### config.mk
export PLATFORM = sky130hd
export DESIGN_NAME = mem_port_arbiter_flat
export DESIGN_NICKNAME = d
export VERILOG_FILES = /design/src/rtl/mem_port_arbiter_pkg.sv /design/src/rtl/mem_port_arbiter_if.sv /design/src/rtl/mem_region_check.sv /design/src/rtl/mem_port_arbiter.sv /design/src/flat_wrapper.sv
export SDC_FILE = /design/constraint.sdc
export NUM_CORES = 1
export LEC_CHECK = 0
export BUFFER_PORTS_ARGS = -buffer_cell sky130_fd_sc_hd__buf_2
export CAP_MARGIN = 10
export CELL_PAD_IN_SITES_DETAIL_PLACEMENT = 1
export CELL_PAD_IN_SITES_GLOBAL_PLACEMENT = 2
export CORE_MARGIN = 4
export CORE_UTILIZATION = 30
export DETAILED_ROUTE_END_ITERATION = 8
export GPL_TIMING_DRIVEN = 0
export PLACE_DENSITY_LB_ADDON = 0.1
export RECOVER_POWER = 25
export SETUP_SLACK_MARGIN = 0.2
export SKIP_LAST_GASP = 1
export SLEW_MARGIN = 20
export SYNTH_ARGS = -nofsm -noshare
export SYNTH_HDL_FRONTEND = slang
export SYNTH_SLANG_ARGS = --single-unit
export TNS_END_PERCENT = 50
### constraint.sdc
create_clock -name i_clk -period 3.3 [get_ports i_clk]
set_clock_uncertainty 0.05 [all_clocks]
set_input_delay 0.66 -clock i_clk [delete_from_list [all_inputs] [get_ports i_clk]]
set_output_delay 0.66 -clock i_clk [all_outputs]
set_load 0.005 [all_outputs]
### src/rtl/mem_port_arbiter_pkg.sv
// Shared state encoding, port ids and default memory map for the IF/DM memory arbiter.
package mem_port_arbiter_pkg;

  typedef enum logic [1:0] {
    ST_IDLE   = 2'd0,
    ST_ACCESS = 2'd1,
    ST_WAIT   = 2'd2,
    ST_RESP   = 2'd3
  } arb_state_e;

  typedef logic port_id_t;
  localparam port_id_t PORT_IF = 1'b0;
  localparam port_id_t PORT_DM = 1'b1;

  localparam logic [31:0] IM_BASE_DEF  = 32'h0000_0000;
  localparam int          IM_WORDS_DEF = 2048;
  localparam logic [31:0] DM_BASE_DEF  = 32'h0000_2000;
  localparam int          DM_WORDS_DEF = 1024;

endpackage

### src/rtl/mem_port_arbiter_if.sv
// Requester and SRAM-side signals of the memory port arbiter.
// slave: arbiter view; master: core controller/datapath plus memory macro view.
interface mem_port_arbiter_if #(
  parameter int ADDR_WIDTH = 32,
  parameter int DATA_WIDTH = 32,
  parameter int MEM_AW     = 12
);
  logic                  i_if_req;
  logic [ADDR_WIDTH-1:0] i_if_addr;
  logic                  o_if_done;
  logic [DATA_WIDTH-1:0] o_if_rdata;
  logic                  o_if_err;

  logic                  i_dm_req;
  logic                  i_dm_wen;
  logic [ADDR_WIDTH-1:0] i_dm_addr;
  logic [DATA_WIDTH-1:0] i_dm_wdata;
  logic                  o_dm_done;
  logic [DATA_WIDTH-1:0] o_dm_rdata;
  logic                  o_dm_err;

  logic                  o_mem_cen;
  logic                  o_mem_wen;
  logic [MEM_AW-1:0]     o_mem_addr;
  logic [DATA_WIDTH-1:0] o_mem_wdata;
  logic [DATA_WIDTH-1:0] i_mem_rdata;

  logic                  o_busy;

  modport slave (
    input  i_if_req, i_if_addr,
    output o_if_done, o_if_rdata, o_if_err,
    input  i_dm_req, i_dm_wen, i_dm_addr, i_dm_wdata,
    output o_dm_done, o_dm_rdata, o_dm_err,
    output o_mem_cen, o_mem_wen, o_mem_addr, o_mem_wdata,
    input  i_mem_rdata,
    output o_busy
  );

  modport master (
    output i_if_req, i_if_addr,
    input  o_if_done, o_if_rdata, o_if_err,
    output i_dm_req, i_dm_wen, i_dm_addr, i_dm_wdata,
    input  o_dm_done, o_dm_rdata, o_dm_err,
    input  o_mem_cen, o_mem_wen, o_mem_addr, o_mem_wdata,
    output i_mem_rdata,
    input  o_busy
  );
endinterface

### src/rtl/mem_region_check.sv
// Combinational legality check: word-aligned and inside [BASE, BASE + 4*WORDS).
// Zero latency, no handshake.
module mem_region_check #(
  parameter int                    ADDR_WIDTH = 32,
  parameter logic [ADDR_WIDTH-1:0] BASE       = '0,
  parameter int                    WORDS      = 1
) (
  input  logic [ADDR_WIDTH-1:0] i_addr,
  output logic                  o_legal
);

  localparam logic [ADDR_WIDTH:0] LO_ADDR = {1'b0, BASE};
  localparam logic [ADDR_WIDTH:0] SPAN    = (ADDR_WIDTH+1)'(WORDS) << 2;

  // One extra bit makes addresses below BASE wrap to >= 2^ADDR_WIDTH, so a single
  // unsigned compare of the offset against the span covers both bounds.
  logic [ADDR_WIDTH:0] offset;

  assign offset  = {1'b0, i_addr} - LO_ADDR;
  assign o_legal = (i_addr[1:0] == 2'b00) && (offset < SPAN);

endmodule

### src/rtl/mem_port_arbiter.sv
// Shares one SRAM port between IF and DM; done after 2+READ_LAT (read), 2 (write) or 1 (illegal) cycles.
// No backpressure: requests are held until done, the losing port simply waits in IDLE.
module mem_port_arbiter
  import mem_port_arbiter_pkg::*;
#(
  parameter int                    ADDR_WIDTH = 32,
  parameter int                    DATA_WIDTH = 32,
  parameter int                    MEM_AW     = 12,
  parameter int                    READ_LAT   = 1,
  parameter logic [ADDR_WIDTH-1:0] IM_BASE    = ADDR_WIDTH'(IM_BASE_DEF),
  parameter int                    IM_WORDS   = IM_WORDS_DEF,
  parameter logic [ADDR_WIDTH-1:0] DM_BASE    = ADDR_WIDTH'(DM_BASE_DEF),
  parameter int                    DM_WORDS   = DM_WORDS_DEF
) (
  input logic                i_clk,
  input logic                i_rst_n,
  mem_port_arbiter_if.slave  bus
);

  arb_state_e            state_q, state_d;
  port_id_t              gnt_q, gnt_d;
  port_id_t              last_gnt_q, last_gnt_d;
  logic [1:0]            lat_cnt_q, lat_cnt_d;

  logic                  if_done_q, if_done_d;
  logic                  if_err_q, if_err_d;
  logic [DATA_WIDTH-1:0] if_rdata_q, if_rdata_d;
  logic                  dm_done_q, dm_done_d;
  logic                  dm_err_q, dm_err_d;
  logic [DATA_WIDTH-1:0] dm_rdata_q, dm_rdata_d;

  logic                  mem_cen_q, mem_cen_d;
  logic                  mem_wen_q, mem_wen_d;
  logic [MEM_AW-1:0]     mem_addr_q, mem_addr_d;
  logic [DATA_WIDTH-1:0] mem_wdata_q, mem_wdata_d;
  logic                  busy_q, busy_d;

  logic                  if_legal, dm_legal;
  port_id_t              arb_gnt;
  logic                  sel_legal;

  mem_region_check #(.ADDR_WIDTH(ADDR_WIDTH), .BASE(IM_BASE), .WORDS(IM_WORDS)) u_if_chk (
    .i_addr  (bus.i_if_addr),
    .o_legal (if_legal)
  );

  mem_region_check #(.ADDR_WIDTH(ADDR_WIDTH), .BASE(DM_BASE), .WORDS(DM_WORDS)) u_dm_chk (
    .i_addr  (bus.i_dm_addr),
    .o_legal (dm_legal)
  );

  always_comb begin
    state_d     = state_q;
    gnt_d       = gnt_q;
    last_gnt_d  = last_gnt_q;
    lat_cnt_d   = lat_cnt_q;
    if_done_d   = 1'b0;
    if_err_d    = 1'b0;
    if_rdata_d  = if_rdata_q;
    dm_done_d   = 1'b0;
    dm_err_d    = 1'b0;
    dm_rdata_d  = dm_rdata_q;
    mem_cen_d   = 1'b0;
    mem_wen_d   = 1'b0;
    mem_addr_d  = '0;
    mem_wdata_d = '0;

    arb_gnt = PORT_IF;
    if (bus.i_if_req && bus.i_dm_req) begin
      arb_gnt = (last_gnt_q == PORT_DM) ? PORT_IF : PORT_DM;
    end else if (bus.i_dm_req) begin
      arb_gnt = PORT_DM;
    end
    sel_legal = (arb_gnt == PORT_DM) ? dm_legal : if_legal;

    case (state_q)
      ST_IDLE: begin
        if (bus.i_if_req || bus.i_dm_req) begin
          gnt_d      = arb_gnt;
          last_gnt_d = arb_gnt;
          if (sel_legal) begin
            // The memory-side flops double as the transaction latch for ACCESS.
            state_d   = ST_ACCESS;
            mem_cen_d = 1'b1;
            if (arb_gnt == PORT_DM) begin
              mem_wen_d   = bus.i_dm_wen;
              mem_addr_d  = bus.i_dm_addr[MEM_AW+1:2];
              mem_wdata_d = bus.i_dm_wen ? bus.i_dm_wdata : '0;
            end else begin
              mem_addr_d  = bus.i_if_addr[MEM_AW+1:2];
            end
          end else begin
            state_d = ST_RESP;
            if (arb_gnt == PORT_DM) begin
              dm_done_d = 1'b1;
              dm_err_d  = 1'b1;
            end else begin
              if_done_d = 1'b1;
              if_err_d  = 1'b1;
            end
          end
        end
      end
      ST_ACCESS: begin
        lat_cnt_d = '0;
        if (mem_wen_q) begin
          state_d = ST_RESP;
          if (gnt_q == PORT_DM) dm_done_d = 1'b1;
          else                  if_done_d = 1'b1;
        end else begin
          state_d = ST_WAIT;
        end
      end
      ST_WAIT: begin
        if (lat_cnt_q == 2'(READ_LAT-1)) begin
          state_d = ST_RESP;
          if (gnt_q == PORT_DM) begin
            dm_done_d  = 1'b1;
            dm_rdata_d = bus.i_mem_rdata;
          end else begin
            if_done_d  = 1'b1;
            if_rdata_d = bus.i_mem_rdata;
          end
        end else begin
          lat_cnt_d = lat_cnt_q + 2'd1;
        end
      end
      ST_RESP: state_d = ST_IDLE;
      default: state_d = ST_IDLE;
    endcase

    busy_d = (state_d != ST_IDLE);
  end

  always_ff @(posedge i_clk or negedge i_rst_n) begin
    if (!i_rst_n) begin
      state_q     <= ST_IDLE;
      gnt_q       <= PORT_IF;
      last_gnt_q  <= PORT_DM;
      lat_cnt_q   <= '0;
      if_done_q   <= 1'b0;
      if_err_q    <= 1'b0;
      if_rdata_q  <= '0;
      dm_done_q   <= 1'b0;
      dm_err_q    <= 1'b0;
      dm_rdata_q  <= '0;
      mem_cen_q   <= 1'b0;
      mem_wen_q   <= 1'b0;
      mem_addr_q  <= '0;
      mem_wdata_q <= '0;
      busy_q      <= 1'b0;
    end else begin
      state_q     <= state_d;
      gnt_q       <= gnt_d;
      last_gnt_q  <= last_gnt_d;
      lat_cnt_q   <= lat_cnt_d;
      if_done_q   <= if_done_d;
      if_err_q    <= if_err_d;
      if_rdata_q  <= if_rdata_d;
      dm_done_q   <= dm_done_d;
      dm_err_q    <= dm_err_d;
      dm_rdata_q  <= dm_rdata_d;
      mem_cen_q   <= mem_cen_d;
      mem_wen_q   <= mem_wen_d;
      mem_addr_q  <= mem_addr_d;
      mem_wdata_q <= mem_wdata_d;
      busy_q      <= busy_d;
    end
  end

  assign bus.o_if_done   = if_done_q;
  assign bus.o_if_err    = if_err_q;
  assign bus.o_if_rdata  = if_rdata_q;
  assign bus.o_dm_done   = dm_done_q;
  assign bus.o_dm_err    = dm_err_q;
  assign bus.o_dm_rdata  = dm_rdata_q;
  assign bus.o_mem_cen   = mem_cen_q;
  assign bus.o_mem_wen   = mem_wen_q;
  assign bus.o_mem_addr  = mem_addr_q;
  assign bus.o_mem_wdata = mem_wdata_q;
  assign bus.o_busy      = busy_q;

endmodule

### src/flat_wrapper.sv
// flat-port wrapper written by rule: the top's interface ports become plain ports
module mem_port_arbiter_flat import mem_port_arbiter_pkg::*;
#(
  parameter int                    ADDR_WIDTH = 32,
  parameter int                    DATA_WIDTH = 32,
  parameter int                    MEM_AW     = 12,
  parameter int                    READ_LAT   = 1,
  parameter logic [ADDR_WIDTH-1:0] IM_BASE    = ADDR_WIDTH'(IM_BASE_DEF),
  parameter int                    IM_WORDS   = IM_WORDS_DEF,
  parameter logic [ADDR_WIDTH-1:0] DM_BASE    = ADDR_WIDTH'(DM_BASE_DEF),
  parameter int                    DM_WORDS   = DM_WORDS_DEF
)
  (i_clk, i_rst_n, bus_i_if_req, bus_i_if_addr, bus_o_if_done, bus_o_if_rdata, bus_o_if_err, bus_i_dm_req, bus_i_dm_wen, bus_i_dm_addr, bus_i_dm_wdata, bus_o_dm_done, bus_o_dm_rdata, bus_o_dm_err, bus_o_mem_cen, bus_o_mem_wen, bus_o_mem_addr, bus_o_mem_wdata, bus_i_mem_rdata, bus_o_busy);
  mem_port_arbiter_if #(.ADDR_WIDTH(ADDR_WIDTH), .DATA_WIDTH(DATA_WIDTH), .MEM_AW(MEM_AW)) bus_i ();
  input logic i_clk;
  input logic i_rst_n;
  input wire logic [$bits(bus_i.i_if_req)-1:0] bus_i_if_req;
  input wire logic [$bits(bus_i.i_if_addr)-1:0] bus_i_if_addr;
  output wire logic [$bits(bus_i.o_if_done)-1:0] bus_o_if_done;
  output wire logic [$bits(bus_i.o_if_rdata)-1:0] bus_o_if_rdata;
  output wire logic [$bits(bus_i.o_if_err)-1:0] bus_o_if_err;
  input wire logic [$bits(bus_i.i_dm_req)-1:0] bus_i_dm_req;
  input wire logic [$bits(bus_i.i_dm_wen)-1:0] bus_i_dm_wen;
  input wire logic [$bits(bus_i.i_dm_addr)-1:0] bus_i_dm_addr;
  input wire logic [$bits(bus_i.i_dm_wdata)-1:0] bus_i_dm_wdata;
  output wire logic [$bits(bus_i.o_dm_done)-1:0] bus_o_dm_done;
  output wire logic [$bits(bus_i.o_dm_rdata)-1:0] bus_o_dm_rdata;
  output wire logic [$bits(bus_i.o_dm_err)-1:0] bus_o_dm_err;
  output wire logic [$bits(bus_i.o_mem_cen)-1:0] bus_o_mem_cen;
  output wire logic [$bits(bus_i.o_mem_wen)-1:0] bus_o_mem_wen;
  output wire logic [$bits(bus_i.o_mem_addr)-1:0] bus_o_mem_addr;
  output wire logic [$bits(bus_i.o_mem_wdata)-1:0] bus_o_mem_wdata;
  input wire logic [$bits(bus_i.i_mem_rdata)-1:0] bus_i_mem_rdata;
  output wire logic [$bits(bus_i.o_busy)-1:0] bus_o_busy;
  assign bus_i.i_if_req = bus_i_if_req;
  assign bus_i.i_if_addr = bus_i_if_addr;
  assign bus_o_if_done = bus_i.o_if_done;
  assign bus_o_if_rdata = bus_i.o_if_rdata;
  assign bus_o_if_err = bus_i.o_if_err;
  assign bus_i.i_dm_req = bus_i_dm_req;
  assign bus_i.i_dm_wen = bus_i_dm_wen;
  assign bus_i.i_dm_addr = bus_i_dm_addr;
  assign bus_i.i_dm_wdata = bus_i_dm_wdata;
  assign bus_o_dm_done = bus_i.o_dm_done;
  assign bus_o_dm_rdata = bus_i.o_dm_rdata;
  assign bus_o_dm_err = bus_i.o_dm_err;
  assign bus_o_mem_cen = bus_i.o_mem_cen;
  assign bus_o_mem_wen = bus_i.o_mem_wen;
  assign bus_o_mem_addr = bus_i.o_mem_addr;
  assign bus_o_mem_wdata = bus_i.o_mem_wdata;
  assign bus_i.i_mem_rdata = bus_i_mem_rdata;
  assign bus_o_busy = bus_i.o_busy;
  mem_port_arbiter #(.ADDR_WIDTH(ADDR_WIDTH), .DATA_WIDTH(DATA_WIDTH), .MEM_AW(MEM_AW), .READ_LAT(READ_LAT), .IM_BASE(IM_BASE), .IM_WORDS(IM_WORDS), .DM_BASE(DM_BASE), .DM_WORDS(DM_WORDS)) u_core (.i_clk(i_clk), .i_rst_n(i_rst_n), .bus(bus_i));
endmodule
==> metrics, run 1 <==
RSZ-0062 raised after global routing no; post-route cell area roughly 0.007 mm2; worst-path fanout max 10; Die Width around 130 um; PD cells 832.2 mW/mm2; Slew @ Worst Pin between 1 and 1.5 ns; layout cell share with drive strength beyond 1 approximately 58%; Diodes inserted 0; Placeable Area 0.01526 mm2; worst min-delay path category primary input to flop; synthesized area per cell 14.67 um2; syn_nets 458; Hold Buf Count CTS 0; Root Buffer clkbuf_16; # nets final ~730; Final setup viols 0; H-tree levels 4; post-synth top area cell dfrtp_1; worst skew pair latency 0.41 ns; main area contributors after synthesis dfrtp_1 (64%), mux2_2 (13%), and2_1 (4.4%), mux2_1 (2.2%), a22o_1 (1.9%); clock sinks 121; First-pass DRT Iterations 4; hold depth 2; synth-to-layout area growth 45.02%; WS Path Type primary input to flop; Fmax between 400 and 500 MHz; post-layout minimum cycle time 2.333 ns; leak pwr 3.532 nW; max_cap viols 0; worst reg2reg path startpoint u_core.state_q[0]$_DFF_PN0_; Hold Startpoint bus_i_dm_wdata[31]; vias in the first global route between 4k and 5k; Max Buffers Root-to-Sink 2; final max-slew violation count 0; YS warnings 0; die area 0.01771 mm2; Synth top area share 63.97%; GRT Residual Overflow 0; most frequent cell after synthesis dfrtp_1; Post CTS Setup Buffer Count 0; Setup crit end kind flop; pin count of the biggest net entering global routing 66; Worst Path Required between 3 and 4 ns; Critical Path AT 2.62 ns; fin util between 40% and 50%; CP startpoint kind primary input; CTS tree built; PortBufs 247; initial core utilization 30.77%; total number of vias between 3k and 4k; initial antenna violation count 0; RePlAce Congestion 0.7523; num rows 45; Post-route DRC 0; Slew HR less than 1%; clock slew at reported path FFs 0.05 ns; Reg-to-Reg End u_core.bus.o_if_rdata[2]$_DFFE_PN0P_; #FFs+latches synth ~120; Final TNS setup 0 ns; mapped cell area 0.004695 mm2; DRT iter0 DRCs 63; Peak VDD IR about 350 uV; Primary FF master, synth dfrtp_1; status finished, final reports clean; Tot GR Track Use 16.06%; die height 133.1 um; IO Count 248; sequential area share after synthesis 64.53%; part of the cycle the worst path needs a little over two thirds; Hold Path End u_core.bus.o_mem_wdata[31]$_DFF_PN0_; final hold viol count 0; synth cell count leaders dfrtp_1 (120), mux2_2 (55), and2_1 (33); R2R Setup Slk between 1 and 1.5 ns; vias per cell approximately 4.5; Post-synth ARST share 100.0%; CTS Buf Count 17; Reg2Reg Depth 7; hpwl dp 10.82 mm; DR WL/cell 16.96 um; Post-synth EDFFs 0; Yosys cell types 49; Cell Area, Placed between 0.006 and 0.007 mm2; Syn Inst Count 320; drt total wl 13.72 mm; CTS resizes 0; first-pass GRT wire length 21.90 mm; Antenna Nets Post-Route 0
critical path: stages:
cell	delay (ns)
buf_2	0.10
or4_1	0.55
o41ai_2	0.52
and3b_1	0.29
buf_2	0.29
a22o_1	0.20
flip-flops by register name, summed over array words and instances, names as in the netlist, 2 cells and up:
signal                  count
u_core.bus.o_if_rdata      32
u_core.bus.o_mem_wdata     32
u_core.bus.o_dm_rdata      32
u_core.lat_cnt_q            2
u_core.state_q              2
u_core.bus.o_mem_addr      12
how the worst max path moves through the flow:
stage | slack [ns] | start | depth (start not counted) | end
final | 0.97 | bus_i_if_addr[22] | 6 | u_core.bus.o_mem_addr[6]$_DFF_PN0_
after global routing | 0.74 | u_core.state_q[0]$_DFF_PN0_ | 7 | u_core.bus.o_if_rdata[3]$_DFFE_PN0P_
after CTS | 0.91 | u_core.state_q[0]$_DFF_PN0_ | 7 | u_core.bus.o_if_rdata[1]$_DFFE_PN0P_
after detailed placement | 0.53 | bus_i_if_addr[22] | 6 | u_core.bus.o_mem_addr[6]$_DFF_PN0_
after global placement | -0.06 | i_rst_n | 1 | u_core.bus.o_mem_wdata[17]$_DFF_PN0_
after floorplan | 0.93 | bus_i_dm_addr[19] | 6 | u_core.bus.o_mem_addr[1]$_DFF_PN0_
metrics by stage:
step | power, mW | setup slack [ns] | cells | hold slack, ns
floorplan | 3.075 | 0.9336 | 320 | 0.3144
finish | 5.666 | 0.9672 | 809 | 0.4046
CTS | 5.787 | 0.9098 | 809 | 0.1762
detailed placement | 3.899 | 0.5265 | 779 | 0.4262
global route | 6.038 | 0.7398 | 809 | 0.3809
global placement | 3.832 | -0.06036 | 778 | 0.4206
power by group:
part / switching [mW] / internal, mW
Sequential: 0.220 / 1.96
Clock: 0.630 / 1.21
Combinational: 0.735 / 0.903
Total: 1.59 / 4.08
cell type report:
type	instances	area, um2
clock buffer	22	464.2
tap	211	264.0
clock inverter	8	121.4
timing repair buffer	248	1264
inverter	9	33.78
fill	1711	8451
buffer	13	80.08
multi-input combinational	177	1551
sequential	121	3029
routing by layer:
metal	vias to the layer above	part of all wire [%]	global-route usage, %
li1	1659	-	-
met1	1778	37	17.02
met2	169	50	26.78
met3	9	13	9.932
met4	0	0.95	4.629
met5	-	0	0
logic make-up after synthesis:
| kind of cell | synth area share [%] |
|---|---|
| flip-flops | 64.53 |
| AND/OR/NAND/NOR | 10.50 |
| multiplexers | 15.35 |
| AO/OA/AOI/OAI | 5.677 |
| buffers and inverters | 2.425 |
| adder cells (fa/ha/maj) | 1.333 |
| XOR/XNOR | 0.1866 |
cells in the final DEF, fill, tap and decap left out, types with 2 or more instances in the layout:
| master | instances |
|---|---|
| nand4_1 | 2 |
| mux2_2 | 55 |
| o21ai_0 | 3 |
| a21oi_1 | 4 |
| nor4_1 | 4 |
| and3b_1 | 2 |
| nand3_2 | 3 |
| clkbuf_16 | 17 |
| buf_2 | 247 |
| clkinv_2 | 3 |
| and2_1 | 33 |
| ha_1 | 5 |
| dfrtp_1 | 120 |
| nor3_1 | 2 |
| or4_1 | 2 |
| mux2_1 | 9 |
| buf_6 | 4 |
| nand2_1 | 7 |
| a22o_1 | 10 |
| inv_1 | 9 |
| nor2b_1 | 2 |
| clkbuf_8 | 2 |
| buf_1 | 5 |
| nor2_1 | 5 |
| bufinv_16 | 3 |
| clkbuf_1 | 6 |
| a31oi_1 | 3 |
| or4_4 | 2 |
(Power assumes the default switching activity.)
==> run 2, diff against run 1 <==
CORE_UTILIZATION = 28   (was 30)
clock period = 2.3 ns   (was 3.3 ns; I/O delays follow)
==> metrics, run 2 (synthesis results as in run 1) <==
status finished, final reports clean (unchanged); Diodes inserted 0 (unchanged); fin util 41.71% (was 44.62%); initial antenna violation count 3 (was 0); commonest cells after routing, fill and taps aside buf_2 (218), dfrtp_1 (120), mux2_2 (55) (was buf_2 (247), dfrtp_1 (120), mux2_2 (55)); pin count of the biggest net entering global routing 67 (was 66); CTS tree built (unchanged); cell mode on critical path or4_4 (was buf_2); PD cells 1190 mW/mm2 (was 832.2 mW/mm2); clock slew at reported path FFs 0.06 ns (was 0.05 ns); Hold Startpoint bus_i_dm_wdata[14] (was bus_i_dm_wdata[31]); Root Buffer clkbuf_16 (unchanged); PortBufs 247 (unchanged); initial core utilization 28.41% (was 30.77%); Max Buffers Root-to-Sink 2 (unchanged); die area 0.01890 mm2 (was 0.01771 mm2); slowest stage delay, CP 0.57 ns (was 0.55 ns); # nets final 728 (was 725); Critical Path Start bus_i_dm_addr[19] (was bus_i_if_addr[22]); CP startpoint kind primary input (unchanged); worst-path fanout max 10 (unchanged); clock sinks 121 (unchanged); total number of vias 3578 (was 3615); die height 137.5 um (was 133.1 um); Setup crit end kind flop (unchanged); slowest cell on the critical path or4_4 (was or4_1); drt total wl 13.64 mm (was 13.72 mm); RePlAce Congestion 0.7923 (was 0.7523); num rows 47 (was 45); Tot GR Track Use 14.54% (was 16.06%); hpwl dp 10.57 mm (was 10.82 mm); post-layout power 8.201 mW (was 5.666 mW); worst reg2reg path startpoint u_core.state_q[0]$_DFF_PN0_ (unchanged); CTS Buf Count 17 (unchanged); RSZ-0062 raised after global routing yes (was no); max_cap viols 0 (unchanged); Slew @ Worst Pin 0.5992 ns (was 1.492 ns); post-layout minimum cycle time 2.037 ns; first-pass GRT wire length 20.57 mm (was 21.90 mm); Peak VDD IR 494.1 uV (was 352.4 uV); WHS 0.1982 ns (was 0.4046 ns); GRT Residual Overflow 0 (unchanged); WS Path Type primary input to flop (unchanged); DRT iter0 DRCs 52 (was 63); part of the cycle the worst path needs 88.55%; worst skew pair latency 0.41 ns (about the same); Fmax 491.0 MHz; Slew HR 60.05% (was 0.5054%); worst path bufs/invs 3 (was 2); CP top delay family simple AND/OR/NAND/NOR gates (unchanged); Fill cells 1826 (was 1711); layout cell share with drive strength beyond 1 55.56% (was 58.19%); Final setup viols 0 (unchanged); vias per cell 4.348 (was 4.468); leak pwr 3.471 nW (was 3.532 nW); Placeable Area 0.01652 mm2 (was 0.01526 mm2); H-tree levels 4 (unchanged); Critical Path AT 2.28 ns (was 2.62 ns); critical path, cell by cell buf_2 > or4_4 > or4_4 > nand3_4 > nor4_4 > buf_4 > buf_6 > and2_1 (was buf_2 > or4_1 > o41ai_2 > and3b_1 > buf_2 > a22o_1); DR WL/cell 16.57 um (was 16.96 um); vias in the first global route 3852 (was 4121); Worst Path Required 2.54 ns (was 3.59 ns); Post-route DRC 0 (unchanged); final hold viol count 0 (unchanged); synth-to-layout area growth 46.83% (was 45.02%); First-pass DRT Iterations 4 (unchanged); IO Count 248 (unchanged); commonest non-fill, non-tap cell in the layout buf_2 (unchanged); worst min-delay path category primary input to flop (unchanged); Antenna Nets Post-Route 0 (unchanged); final max-slew violation count 0 (unchanged); Die Width 137.5 um (was 133.1 um)
## run 2: changes by cell type in the layout (fill, tap and decap cells not counted), moves of 2 or more
cell      change
buf_2        -29
clkbuf_1     +24
buf_4         +5
buf_1         -4
clkbuf_2      +3
clkbuf_8      +2
o21ai_0       -2
## run 2: path summary, 6_finish.rpt
path,endpoint,slack (ns),cells after the start
min in group asynchronous,u_core.bus.o_dm_rdata[21]$_DFFE_PN0P_,0.55,2
setup reg to reg,u_core.bus.o_dm_rdata[5]$_DFFE_PN0P_,0.32,5
setup / recovery,u_core.bus.o_mem_wdata[4]$_DFF_PN0_,0.26,8
hold / removal,u_core.bus.o_mem_wdata[14]$_DFF_PN0_,0.20,2
hold reg to reg,u_core.bus.o_if_rdata[23]$_DFFE_PN0P_,0.43,1
max in group asynchronous,u_core.bus.o_mem_wdata[8]$_DFF_PN0_,0.95,3
## run 2: layer usage
metal / vias to the layer above / track usage [%] / share of wire (%)
met1: 1713 / 17.08 / 39
met4: 6 / 5.488 / 1.4
li1: 1667 / - / -
met2: 174 / 22.56 / 47
met3: 18 / 7.633 / 12
met5: - / 0 / 0.24
## run 2: final cells by class
cell class	count	area [um2]	area share [%]
Inverter	9	33.78	0.4901
Tap cell	220	275.3	3.993
Clock buffer	22	484.2	7.025
Timing Repair Buffer	251	1259	18.26
Clock inverter	10	116.4	1.688
Buffer	13	96.34	1.398
Multi-Input combinational cell	177	1599	23.20
Sequential cell	121	3029	43.95
## run 2: repair_timing
| action | CTS | global route |
|---|---|---|
| hold buffers | 1 | 0 |
| buffers inserted | 2 | 0 |
| hold endpoints to repair | 54 | 0 |
| pin swaps | 1 | 1 |
| gates resized for setup | 7 | 14 |
| setup endpoints to repair | 94 | 100 |
| gates cloned | 0 | 0 |
## run 2: report_power, final
part           leakage, nW  switching [mW]  internal, mW  total [mW]
Sequential            1.53           0.307          2.81        3.12
Clock                0.292           0.961          1.71        2.67
Combinational         1.65            1.08          1.33        2.41
## run 2: metrics by stage
step | TNS, ns | worst slack [ns] | instance area [um2] | std cells
6_report | 0 | 0.2633 | 6893 | 823
3_3_place_gp | -111.66 | -0.8858 | 6213 | 787
5_1_grt | 0 | 0.1768 | 6893 | 823
2_1_floorplan | 0 | 0.1339 | 4702 | 320
4_1_cts | 0 | 0.1218 | 6884 | 823
3_5_place_dp | -9.827 | -0.2529 | 6247 | 788
==> run 3, diff against run 2 <==
RECOVER_POWER = 100   (was 25)
==> metrics, run 3 (synthesis results as in run 1) <==
# nets final 728 (unchanged); leak pwr 3.223 nW (was 3.471 nW); combinational share of power 28.3% (was 29.4%); final max-slew violation count 0 (unchanged); initial core utilization 28.41% (unchanged); Diodes inserted 0 (unchanged); Layout Cells excl Fill 823 (unchanged); worst min-delay path category primary input to flop (unchanged); Final setup viols 0 (unchanged); Multi-input gate area 0.001578 mm2 (was 0.001599 mm2); RePlAce Congestion 0.7923 (unchanged); NetSw 2.365 mW (was 2.351 mW); M2 GR Usage 22.56% (unchanged); First-pass DRT Iterations 6 (was 4); die height 137.5 um (unchanged); Switching Share 29.23% (was 28.67%); Max Buffers Root-to-Sink 2 (unchanged); Antenna Nets Post-Route 0 (unchanged); Worst Path Required 2.54 ns (about the same); part of the cycle the worst path needs 91.91% (was 88.55%); max_cap viols 0 (unchanged); met3 usage 7.633% (unchanged); IO Count 248 (unchanged); vias in the first global route 3852 (unchanged); worst-path fanout max 10 (unchanged); Setup crit end kind flop (unchanged); WS Path Type primary input to flop (unchanged); Final TNS setup 0 ns (unchanged); clock sinks 121 (unchanged); CP startpoint kind primary input (unchanged); fin util 41.04% (was 41.71%); first-pass GRT wire length 20.57 mm (unchanged); post-layout power 8.092 mW (was 8.201 mW); GRT Residual Overflow 0 (unchanged); die area 0.01890 mm2 (unchanged); num rows 47 (unchanged); commonest non-fill, non-tap cell in the layout buf_2 (unchanged); Post-route DRC 0 (unchanged); layout cell share with drive strength beyond 1 43.12% (was 55.56%); CTS tree built (unchanged); Placeable Area 0.01652 mm2 (unchanged); Die Width 137.5 um (unchanged); Critical Path AT 2.35 ns (was 2.28 ns); vias per cell 4.372 (was 4.348); clock slew at reported path FFs 0.06 ns (about the same); Tot GR Track Use 14.54% (unchanged); H-tree levels 4 (unchanged); Peak VDD IR 491.8 uV (was 494.1 uV); sequential cell area 0.003029 mm2 (unchanged); worst setup margin 0.1860 ns (was 0.2633 ns); design internal power 5.727 mW (was 5.849 mW); Fill cells 1848 (was 1826); post-layout minimum cycle time 2.114 ns (was 2.037 ns); Slew HR 56.49% (was 60.05%); clock power share 33.0% (was 32.6%); Flop pwr share 38.8% (was 38.1%); Root Buffer clkbuf_16 (unchanged); DR WL/cell 16.61 um (was 16.57 um); hpwl dp 10.57 mm (unchanged); total number of vias 3598 (was 3578); PortBufs 247 (unchanged); most used routing layer met2 (unchanged); PD cells 1193 mW/mm2 (was 1190 mW/mm2); Fmax 473.0 MHz (was 491.0 MHz); pre-CTS setup slack -0.2529 ns (unchanged); RSZ-0062 raised after global routing yes (unchanged); worst skew pair latency 0.41 ns (about the same); DRT iter0 DRCs 67 (was 52); drt total wl 13.67 mm (was 13.64 mm); initial antenna violation count 3 (unchanged); Slew @ Worst Pin 0.6527 ns (was 0.5992 ns); pin count of the biggest net entering global routing 67 (unchanged); Placed Cells 788 (unchanged); CTS Buf Count 17 (unchanged); commonest cells after routing, fill and taps aside buf_2 (148), dfrtp_1 (120), clkbuf_1 (101) (was buf_2 (218), dfrtp_1 (120), mux2_2 (55)); status finished, final reports clean (unchanged); synth-to-layout area growth 44.46% (was 46.83%); final hold viol count 0 (unchanged); met1 usage 17.08% (unchanged)
[run 3: final timing paths]
kind / slack (ns) / to / from / depth (start not counted)
setup reg to reg: 0.24 / u_core.bus.o_mem_addr[7]$_DFF_PN0_ / u_core.state_q[0]$_DFF_PN0_ / 7
setup / recovery: 0.19 / u_core.bus.o_mem_wdata[4]$_DFF_PN0_ / bus_i_dm_addr[19] / 8
min in group asynchronous: 0.55 / u_core.bus.o_dm_rdata[21]$_DFFE_PN0P_ / i_rst_n / 2
hold / removal: 0.20 / u_core.bus.o_mem_wdata[14]$_DFF_PN0_ / bus_i_dm_wdata[14] / 2
max in group asynchronous: 0.95 / u_core.bus.o_mem_wdata[5]$_DFF_PN0_ / i_rst_n / 3
hold reg to reg: 0.43 / u_core.bus.o_if_rdata[23]$_DFFE_PN0P_ / u_core.bus.o_if_rdata[23]$_DFFE_PN0P_ / 1
[run 3: stage by stage]
step	instance area (um2)	hold WS, ns
6_report	6782	0.2016
5_1_grt	6782	0.1831
4_1_cts	6884	0.1767
3_5_place_dp	6247	0.4201
3_3_place_gp	6213	0.4204
2_1_floorplan	4702	0.1144
[run 3: final cells by class]
cell class	instances	area share (%)
Buffer	13	1.365
Clock buffer	22	7.140
Clock inverter	10	1.716
Inverter	9	0.4982
Multi-Input combinational cell	177	23.27
Sequential cell	121	44.67
Tap cell	220	4.059
Timing Repair Buffer	251	17.29
[run 3: worst max-delay path, cell delays in order]
cell      delay [ns]
clkbuf_1        0.11
or4_4           0.58
or4_1           0.51
nand3_1         0.18
nor4_4          0.07
buf_4           0.15
buf_6           0.13
and2_0          0.15
[run 3: what timing repair did]
action / in CTS / in global routing
buffers inserted: 2 / 0
endpoints found under the setup margin: 94 / 100
hold endpoints to repair: 54 / 0
hold buffers: 1 / 0
resized for setup: 7 / 14
pin swaps: 1 / 1
[run 3: routing by layer]
| layer | vias up | wire length [um] |
|---|---|---|
| met3 | 17 | 1633 |
| met1 | 1732 | 5344 |
| met5 | - | 33 |
| li1 | 1667 | - |
| met4 | 6 | 153 |
| met2 | 176 | 6503 |
[run 3: power groups by stage]
stage | clock (mW) | sequential [mW] | combinational, mW
after CTS | 2.75 | 3.13 | 2.46
after floorplan | 0 | 3.21 | 1.20
after detailed placement | 0 | 3.16 | 2.44
final | 2.67 | 3.14 | 2.29
after global routing | 2.85 | 3.23 | 2.56
after global placement | 0 | 3.12 | 2.38
